===== src/rtl/auth_pkg.sv =====
// Shared constants and FSM state type for the rider authorization link.
// The authorization receiver decodes the same command bytes.
package auth_pkg;

  localparam logic [7:0] CMD_GO   = 8'h67;
  localparam logic [7:0] CMD_STOP = 8'h73;

  typedef enum logic {
    IDLE,
    SHIFT
  } cmd_state_t;

endpackage


===== src/rtl/auth_uart_tx.sv =====
// 8N1 UART transmitter, LSB first; trmt loads tx_data when idle and TX falls on that edge.
// Frame lasts 10*BAUD_DIV clocks; tx_done marks the final clock of the stop bit.
module auth_uart_tx #(
  parameter int BAUD_DIV = 2604
) (
  input  logic       clk,
  input  logic       rst_n,
  input  logic       trmt,
  input  logic [7:0] tx_data,
  output logic       TX,
  output logic       busy,
  output logic       tx_done
);

  localparam int BW = $clog2(BAUD_DIV);

  logic [BW-1:0] baud_cnt;
  logic [3:0]    bit_cnt;
  logic [8:0]    shift;
  logic          baud_end;

  assign baud_end = (baud_cnt == BW'(BAUD_DIV - 1));
  assign tx_done  = busy && baud_end && (bit_cnt == 4'd9);

  // shift holds {stop, data}; the start bit is driven directly on load
  always_ff @(posedge clk) begin
    if (!rst_n) begin
      TX       <= 1'b1;
      busy     <= 1'b0;
      baud_cnt <= '0;
      bit_cnt  <= '0;
      shift    <= '1;
    end else if (trmt && !busy) begin
      TX       <= 1'b0;
      busy     <= 1'b1;
      baud_cnt <= '0;
      bit_cnt  <= '0;
      shift    <= {1'b1, tx_data};
    end else if (busy) begin
      if (baud_end) begin
        baud_cnt <= '0;
        if (bit_cnt == 4'd9) begin
          busy    <= 1'b0;
          bit_cnt <= '0;
          TX      <= 1'b1;
        end else begin
          bit_cnt <= bit_cnt + 4'd1;
          TX      <= shift[0];
          shift   <= {1'b1, shift[8:1]};
        end
      end else begin
        baud_cnt <= baud_cnt + BW'(1);
      end
    end
  end

endmodule


===== src/rtl/auth_cmd_tx.sv =====
// Turns go/stop request pulses into 'g'/'s' UART bytes, stop wins; start bit one clock after the request.
// One pending command per type absorbs requests while busy; AUTH_HEARTBEAT_EN enables periodic 'g' resends.
module auth_cmd_tx
  import auth_pkg::*;
#(
  parameter int BAUD_DIV  = 2604,
  parameter int HB_CYCLES = 25000000
) (
  input  logic clk,
  input  logic rst_n,
  input  logic go_req,
  input  logic stop_req,
  output logic TX,
  output logic busy,
  output logic tx_done,
  output logic linked
);

  if (BAUD_DIV < 4 || BAUD_DIV > 4095 || HB_CYCLES < 2) begin : g_bad_param
    $error("auth_cmd_tx: BAUD_DIV must be 4..4095 and HB_CYCLES at least 2");
  end

  cmd_state_t state, state_nxt;
  logic       pend_g, pend_s, pend_g_nxt, pend_s_nxt;
  logic       load_g, load_s, trmt, cur_go, hb_fire;
  logic [7:0] tx_data;

  auth_uart_tx #(.BAUD_DIV(BAUD_DIV)) u_uart (
    .clk     (clk),
    .rst_n   (rst_n),
    .trmt    (trmt),
    .tx_data (tx_data),
    .TX      (TX),
    .busy    (busy),
    .tx_done (tx_done)
  );

  always_comb begin
    state_nxt = state;
    trmt      = 1'b0;
    tx_data   = CMD_GO;
    load_g    = 1'b0;
    load_s    = 1'b0;
    case (state)
      IDLE: begin
        if (pend_s) begin
          trmt      = 1'b1;
          tx_data   = CMD_STOP;
          load_s    = 1'b1;
          state_nxt = SHIFT;
        end else if (pend_g) begin
          trmt      = 1'b1;
          tx_data   = CMD_GO;
          load_g    = 1'b1;
          state_nxt = SHIFT;
        end
      end
      SHIFT: begin
        if (tx_done) state_nxt = IDLE;
      end
      default: state_nxt = IDLE;
    endcase
  end

  // The flag being loaded clears first so a same-cycle request re-arms it
  always_comb begin
    pend_s_nxt = pend_s & ~load_s;
    pend_g_nxt = pend_g & ~load_g;
    if (stop_req) begin
      pend_s_nxt = 1'b1;
      pend_g_nxt = 1'b0;
    end else if (go_req || hb_fire) begin
      pend_g_nxt = 1'b1;
      pend_s_nxt = 1'b0;
    end
  end

  always_ff @(posedge clk) begin
    if (!rst_n) begin
      state  <= IDLE;
      pend_g <= 1'b0;
      pend_s <= 1'b0;
      cur_go <= 1'b0;
      linked <= 1'b0;
    end else begin
      state  <= state_nxt;
      pend_g <= pend_g_nxt;
      pend_s <= pend_s_nxt;
      if (trmt) cur_go <= load_g;
      if (tx_done) linked <= cur_go;
    end
  end

`ifdef AUTH_HEARTBEAT_EN
  localparam int HBW = $clog2(HB_CYCLES);

  logic [HBW-1:0] hb_cnt;
  logic           hb_run;

  assign hb_run  = linked && (state == IDLE) && !pend_g && !pend_s;
  assign hb_fire = hb_run && (hb_cnt == HBW'(HB_CYCLES - 1));

  always_ff @(posedge clk) begin
    if (!rst_n || !hb_run || hb_fire) begin
      hb_cnt <= '0;
    end else begin
      hb_cnt <= hb_cnt + HBW'(1);
    end
  end
`else
  assign hb_fire = 1'b0;
`endif

endmodule


===== config.mk =====
export PLATFORM = sky130hd
export DESIGN_NAME = auth_cmd_tx
export DESIGN_NICKNAME = d
export VERILOG_FILES = /design/src/rtl/auth_pkg.sv /design/src/rtl/auth_uart_tx.sv /design/src/rtl/auth_cmd_tx.sv
export SDC_FILE = /design/constraint.sdc
export NUM_CORES = 1
export LEC_CHECK = 0
export BUFFER_PORTS_ARGS = -buffer_cell sky130_fd_sc_hd__buf_2
export CELL_PAD_IN_SITES_DETAIL_PLACEMENT = 1
export CELL_PAD_IN_SITES_GLOBAL_PLACEMENT = 1
export CORE_MARGIN = 2
export CORE_UTILIZATION = 42
export CTS_BUF_LIST = sky130_fd_sc_hd__clkbuf_2
export DETAILED_ROUTE_END_ITERATION = 12
export PLACE_DENSITY_LB_ADDON = 0.1
export SLEW_MARGIN = 40
export SYNTH_ARGS = -nofsm -noshare
export SYNTH_HDL_FRONTEND = slang
export SYNTH_SLANG_ARGS = --single-unit

===== constraint.sdc =====
create_clock -name clk -period 1.9 [get_ports clk]
set_input_delay 0.38 -clock clk [delete_from_list [all_inputs] [get_ports clk]]
set_output_delay 0.38 -clock clk [all_outputs]
set_load 0.01 [all_outputs]

Yosys cells after proc, flatten, opt, wreduce, memory -nomap -nowiden

Index checks and enable logic that the tools add are counted.

Register bits: 31
Latch bits: 0
Bits in writable memories: 0
ROM bits: 0
Input port bits: 4
Output and inout port bits: 4
Word-level logic and storage cells: 60
Memories kept: 0

Add/sub/neg operators: 2
Multipliers: 0
Divide/modulo/power cells: 0
Order comparisons: 0
Eq/ne operators: 3
Shift-type cells: 0
Mux-type cells: 28
Bitwise operators: 6
Reduce and logical (&&, ||, !) cells: 11

Operator list:

| operator                | number |
|---|---|
| $mux W8                 | 4 |
| $mux W1                 | 19 |
| $add A12 B1 Y12 const B | 1 |
| $eq A12 B12 Y1 const B  | 1 |
| $mux W12                | 1 |
| $mux W5                 | 2 |
| $add A4 B1 Y4 const B   | 1 |
| $eq A4 B4 Y1 const B    | 1 |
| $mux W4                 | 1 |
| $not A1 Y1              | 4 |
| $reduce_and A2 Y1       | 2 |
| $reduce_bool A2 Y1      | 2 |
| $reduce_or A2 Y1        | 2 |
| $logic_and A1 B1 Y1     | 3 |
| $reduce_and A3 Y1       | 1 |
| $and A1 B1 Y1           | 2 |
| $ne A2 B2 Y1 const B    | 1 |
| $pmux W1 S2             | 1 |
| $logic_not A1 Y1        | 1 |

Longest topological paths before layout

Word-level depth: 6
Gate-level depth with buffers: 6

Hierarchy

Synthesis repeated with hierarchy kept, for this count alone.

Cell total of the unflattened synthesis: 172
Area total of the unflattened synthesis: 1503.9 um2

Modules (own cells, without submodules):

| module       | instances | cells each | area an instance (um2) | sequential area each (um2) |
|---|---|---|---|---|
| auth_uart_tx | 1         | 149        | 1283.7                 | 520.5 |
| auth_cmd_tx  | 1         | 23         | 220.2                  | 100.1 |

Least setup slack after synthesis

Ideal clock, no wire load.

Kind: register to output
Start: register u_uart.baud_cnt[0]
End: output port tx_done
Arrival: 1.290 ns
Required time: 1.520 ns
Setup slack: 0.230 ns
Stages on the path, launching flop included: 5
Buffers on the path: 0
Path through: dfxtp_1 > ha_1 > and4bb_4 > nand3_4 > nor2_1

Cells in the longest elaborated chain, start to end: 3

Ends and longest elaborated chain:

| what                             | RTL line           | source |
|---|---|---|
| from (decl)                      | auth_uart_tx.sv:17 | `logic [BW-1:0] baud_cnt;` |
| from (signal assigned)           | auth_uart_tx.sv:52 | `baud_cnt <= baud_cnt + BW'(1);` |
| $eq A12 B12 Y1                   | auth_uart_tx.sv:22 | `assign baud_end = (baud_cnt == BW'(BAUD_DIV - 1));` |
| $logic_and A1 B1 Y1 (2 in a row) | auth_uart_tx.sv:23 | `assign tx_done = busy && baud_end && (bit_cnt == 4'd9);` |
| to (decl)                        | auth_cmd_tx.sv:15  | `output logic tx_done,` |

No other way between the ends.

Final worst setup path

Start: register u_uart.baud_cnt[4]
End: output port tx_done

Same word-level chain as after synthesis.

==> summary.md <==
| Metric | Value |
|---|---|
| Status | finished clean |
| Slowest cell on crit path | dfxtp_1 |
| Share of post-route cells with drive strength above 1 | 0.260 |
| CTS root buf | clkbuf_2 |
| Worst Path Arrival | 1440 ps |
| Area grow syn2layout | 18.4% |
| Final setup viols | 0 |
| Crit path cell chain | and4bb_4 > nand3_4 > nor2_4 > buf_6 |
| Longest Clk Path Bufs | 2 |
| Pwr Density | 751 nW/µm² |
| Yosys Warn Count | 0 |
| Yosys reg bits | 31 |
| Switching Share | 0.254 |
| Num ports | 8 |
| Sequential power share | 0.548 |
| R2R Setup Slk | 260 ps |
| CTS tree | done |
| Yosys top cell area share | 0.438 |
| H-tree Lvls | 2 |
| Fmax | 0.548 GHz |
| Post-route DRC | 0 |
| Synthesized cell area | 1420 µm² |
| Primary FF master, synth | dfxtp_1 |
| Seq/Total Area, Yosys | 0.438 |
| Leading cell types in the layout, fill and taps excluded | dfxtp_1, nand2_1, nor2_1 |
| Source of the worst register-to-register timing path | u_uart.baud_cnt[4] |
| Leading post-synthesis cells by cell area | dfxtp_1, nand2_1, nor2_1, xor2_1, nand3_1 |
| First DRT Iteration DRCs | 33 |
| ANT cells | 0 |
| RSZ-0062 raised after global routing | no |
| Final Hold Fails | 0 |
| Final worst path period need | 1820 ps |
| Internal power | 0.000940 W |
| Max IR drop VDD | 298 µV |
| CTS buffer count | 5 |
| Number of buffers added on ports | 7 |
| Comb pwr share | 0.090 |
| Worst Setup End Kind | primary output |
| Vias in the first global route | 1131 |
| Type of origin of the critical path | flop |
| Synth cell types | 34 |
| TritonRoute pass-1 iters | 4 |
| Clock share of power | 0.362 |
| Fin crit share | 0.960 |
| Kind of critical path | reg -> out |
| Nets | 185 |
| GRT overflow | 0 |
| Critical path endpoint | tx_done |
| Hpwl dp | 2290 µm |
| Initial antenna violation count | 0 |
| Clock sinks | 31 |
| Total core area | 3280 µm² |
| Layout Skew | 17.4 ps |
| Family with the most delay on the worst path | simple AND/OR/NAND/NOR gates |
| Drt total wl | 3210 µm |
| Slew margin rel. | 0.787 |
| Post-synthesis async set-or-reset flop share | 0 |
| Least-Margin Pin Slew | 317 ps |
| Sum Neg Setup Slack | 0 ps |
| Final hold slack | 168 ps |
| Drt wl/cell | 14.1 µm |
| Die height | 62.1 µm |
| Syn Area/Cell | 9.09 µm² |
| R2R depth | 5 |
| Die Wd | 62.1 µm |
| Clock slew at reported path FFs | 160 ps |
| Post-synth EDFFs | 0 |
| FF-to-FF End | u_uart.shift[2] |
| Buf/Inv on CP | 1 |
| Max FO, Critical Path | 5 |
| Lkg Pwr | 0.648 nW |
| Gr usage total | 0.191 |
| DR vias | 1153 |
| First-pass GRT wire length | 5170 µm |
| Max cap viols | 0 |
| Cell taking the most area after synthesis | dfxtp_1 |
| Max-slew violations | 0 |
| Worst path required time | 1520 ps |
| Syn nets | 161 |
| Worst hold stages | 2 |
| Initial Util | 0.432 |
| Die area | 3860 µm² |
| Row cnt | 21 |
| Fill count | 397 |
| Hold crit path type | in -> reg |
| Slowest Stage Delay on Critical Path | 390 ps |
| Critical path depth | 4 |
| Clock Latency Late Sink | 380 ps |
| Commonest non-fill, non-tap cell in the layout | dfxtp_1 |
| Largest net degree at the start of global routing | 13 |
| GPL Wtd Cong | 0.735 |
| Via density | 5.08 |
| Gate Count Post-Synth | 156 |
| Antenna-violating nets left | 0 |
| Setup crit start | u_uart.baud_cnt[4] |
| Total net switching power | 0.000320 W |
[stage by stage]
step	std cells	util	power [W]	setup WS [ps]	cell area, µm²
2_1_floorplan	156	-	0.000771	230	1420
3_3_place_gp	211	0.464	0.000801	269	1520
3_5_place_dp	211	0.464	0.000807	233	1520
4_1_cts	225	0.503	0.00127	4.95	1650
5_1_grt	227	0.511	0.00132	3.32	1680
6_report	227	0.511	0.00126	76.7	1680
[cell usage after synthesis, types with 4 or more instances]
library cell / count
inv_1: 7
xor2_1: 7
nand2_1: 23
dfxtp_1: 31
o21ai_0: 6
xnor2_1: 5
mux2i_1: 4
nor2_1: 17
nand4_1: 6
a21oi_1: 4
nand3_1: 10
[registers in the layout (all words and copies together), names as in the netlist]
register and flops:
pend_s 1, pend_g 1, u_uart.TX 1, u_uart.baud_cnt 12, u_uart.shift 8, linked 1, cur_go 1, u_uart.busy 1
state 1, u_uart.bit_cnt 4
[kinds of logic after synthesis]
group	Yosys count	synth area share
flip-flops	31	0.438
XOR/XNOR	12	0.0741
AND/OR/NAND/NOR	79	0.327
multiplexers	4	0.0282
buffers and inverters	11	0.0406
AO/OA/AOI/OAI	18	0.0839
adder cells (fa/ha/maj)	1	0.00882
[what timing repair did]
item | CTS | global route
setup buffers | 6 | 2
endpoints found under the setup margin | 1 | 1
pin swaps | 2 | 2
hold buffers | 0 | 0
resized for setup | 7 | 1
[per-layer routing]
metal / wire [µm] / vias to the layer above / global-route usage
met5: 0 / - / 0
met4: 59 / 0 / 0.100
met3: 76 / 7 / 0.0497
met2: 1720 / 12 / 0.333
met1: 1350 / 542 / 0.212
li1: - / 592 / -
[worst min path at each step]
stage / slack, ps / from / endpoint
floorplan: 430 / u_uart.shift[7] / u_uart.shift[6]
global placement: 440 / linked / linked
detailed placement: 460 / linked / linked
CTS: 130 / stop_req / pend_g
global route: 120 / stop_req / pend_g
finish: 170 / stop_req / pend_g
[power groups by stage]
stage / clock network (W) / registers [W] / logic, W
finish: 0.000456 / 0.000691 / 0.000113
global route: 0.000497 / 0.000694 / 0.000128
CTS: 0.000472 / 0.000690 / 0.000109
detailed placement: 0 / 0.000705 / 0.000103
global placement: 0 / 0.000703 / 0.0000975
floorplan: 0 / 0.000703 / 0.0000688
[cell type report]
class,instances,area [µm²],area share
multi-input combinational,114,759,0.453
timing repair buffer,21,146,0.0872
clock buffer,5,25.0,0.0149
sequential,31,624,0.372
inverter,7,26.3,0.0157
tap,46,57.6,0.0343
clock inverter,3,38.8,0.0231
(Power assumes the default switching activity.)
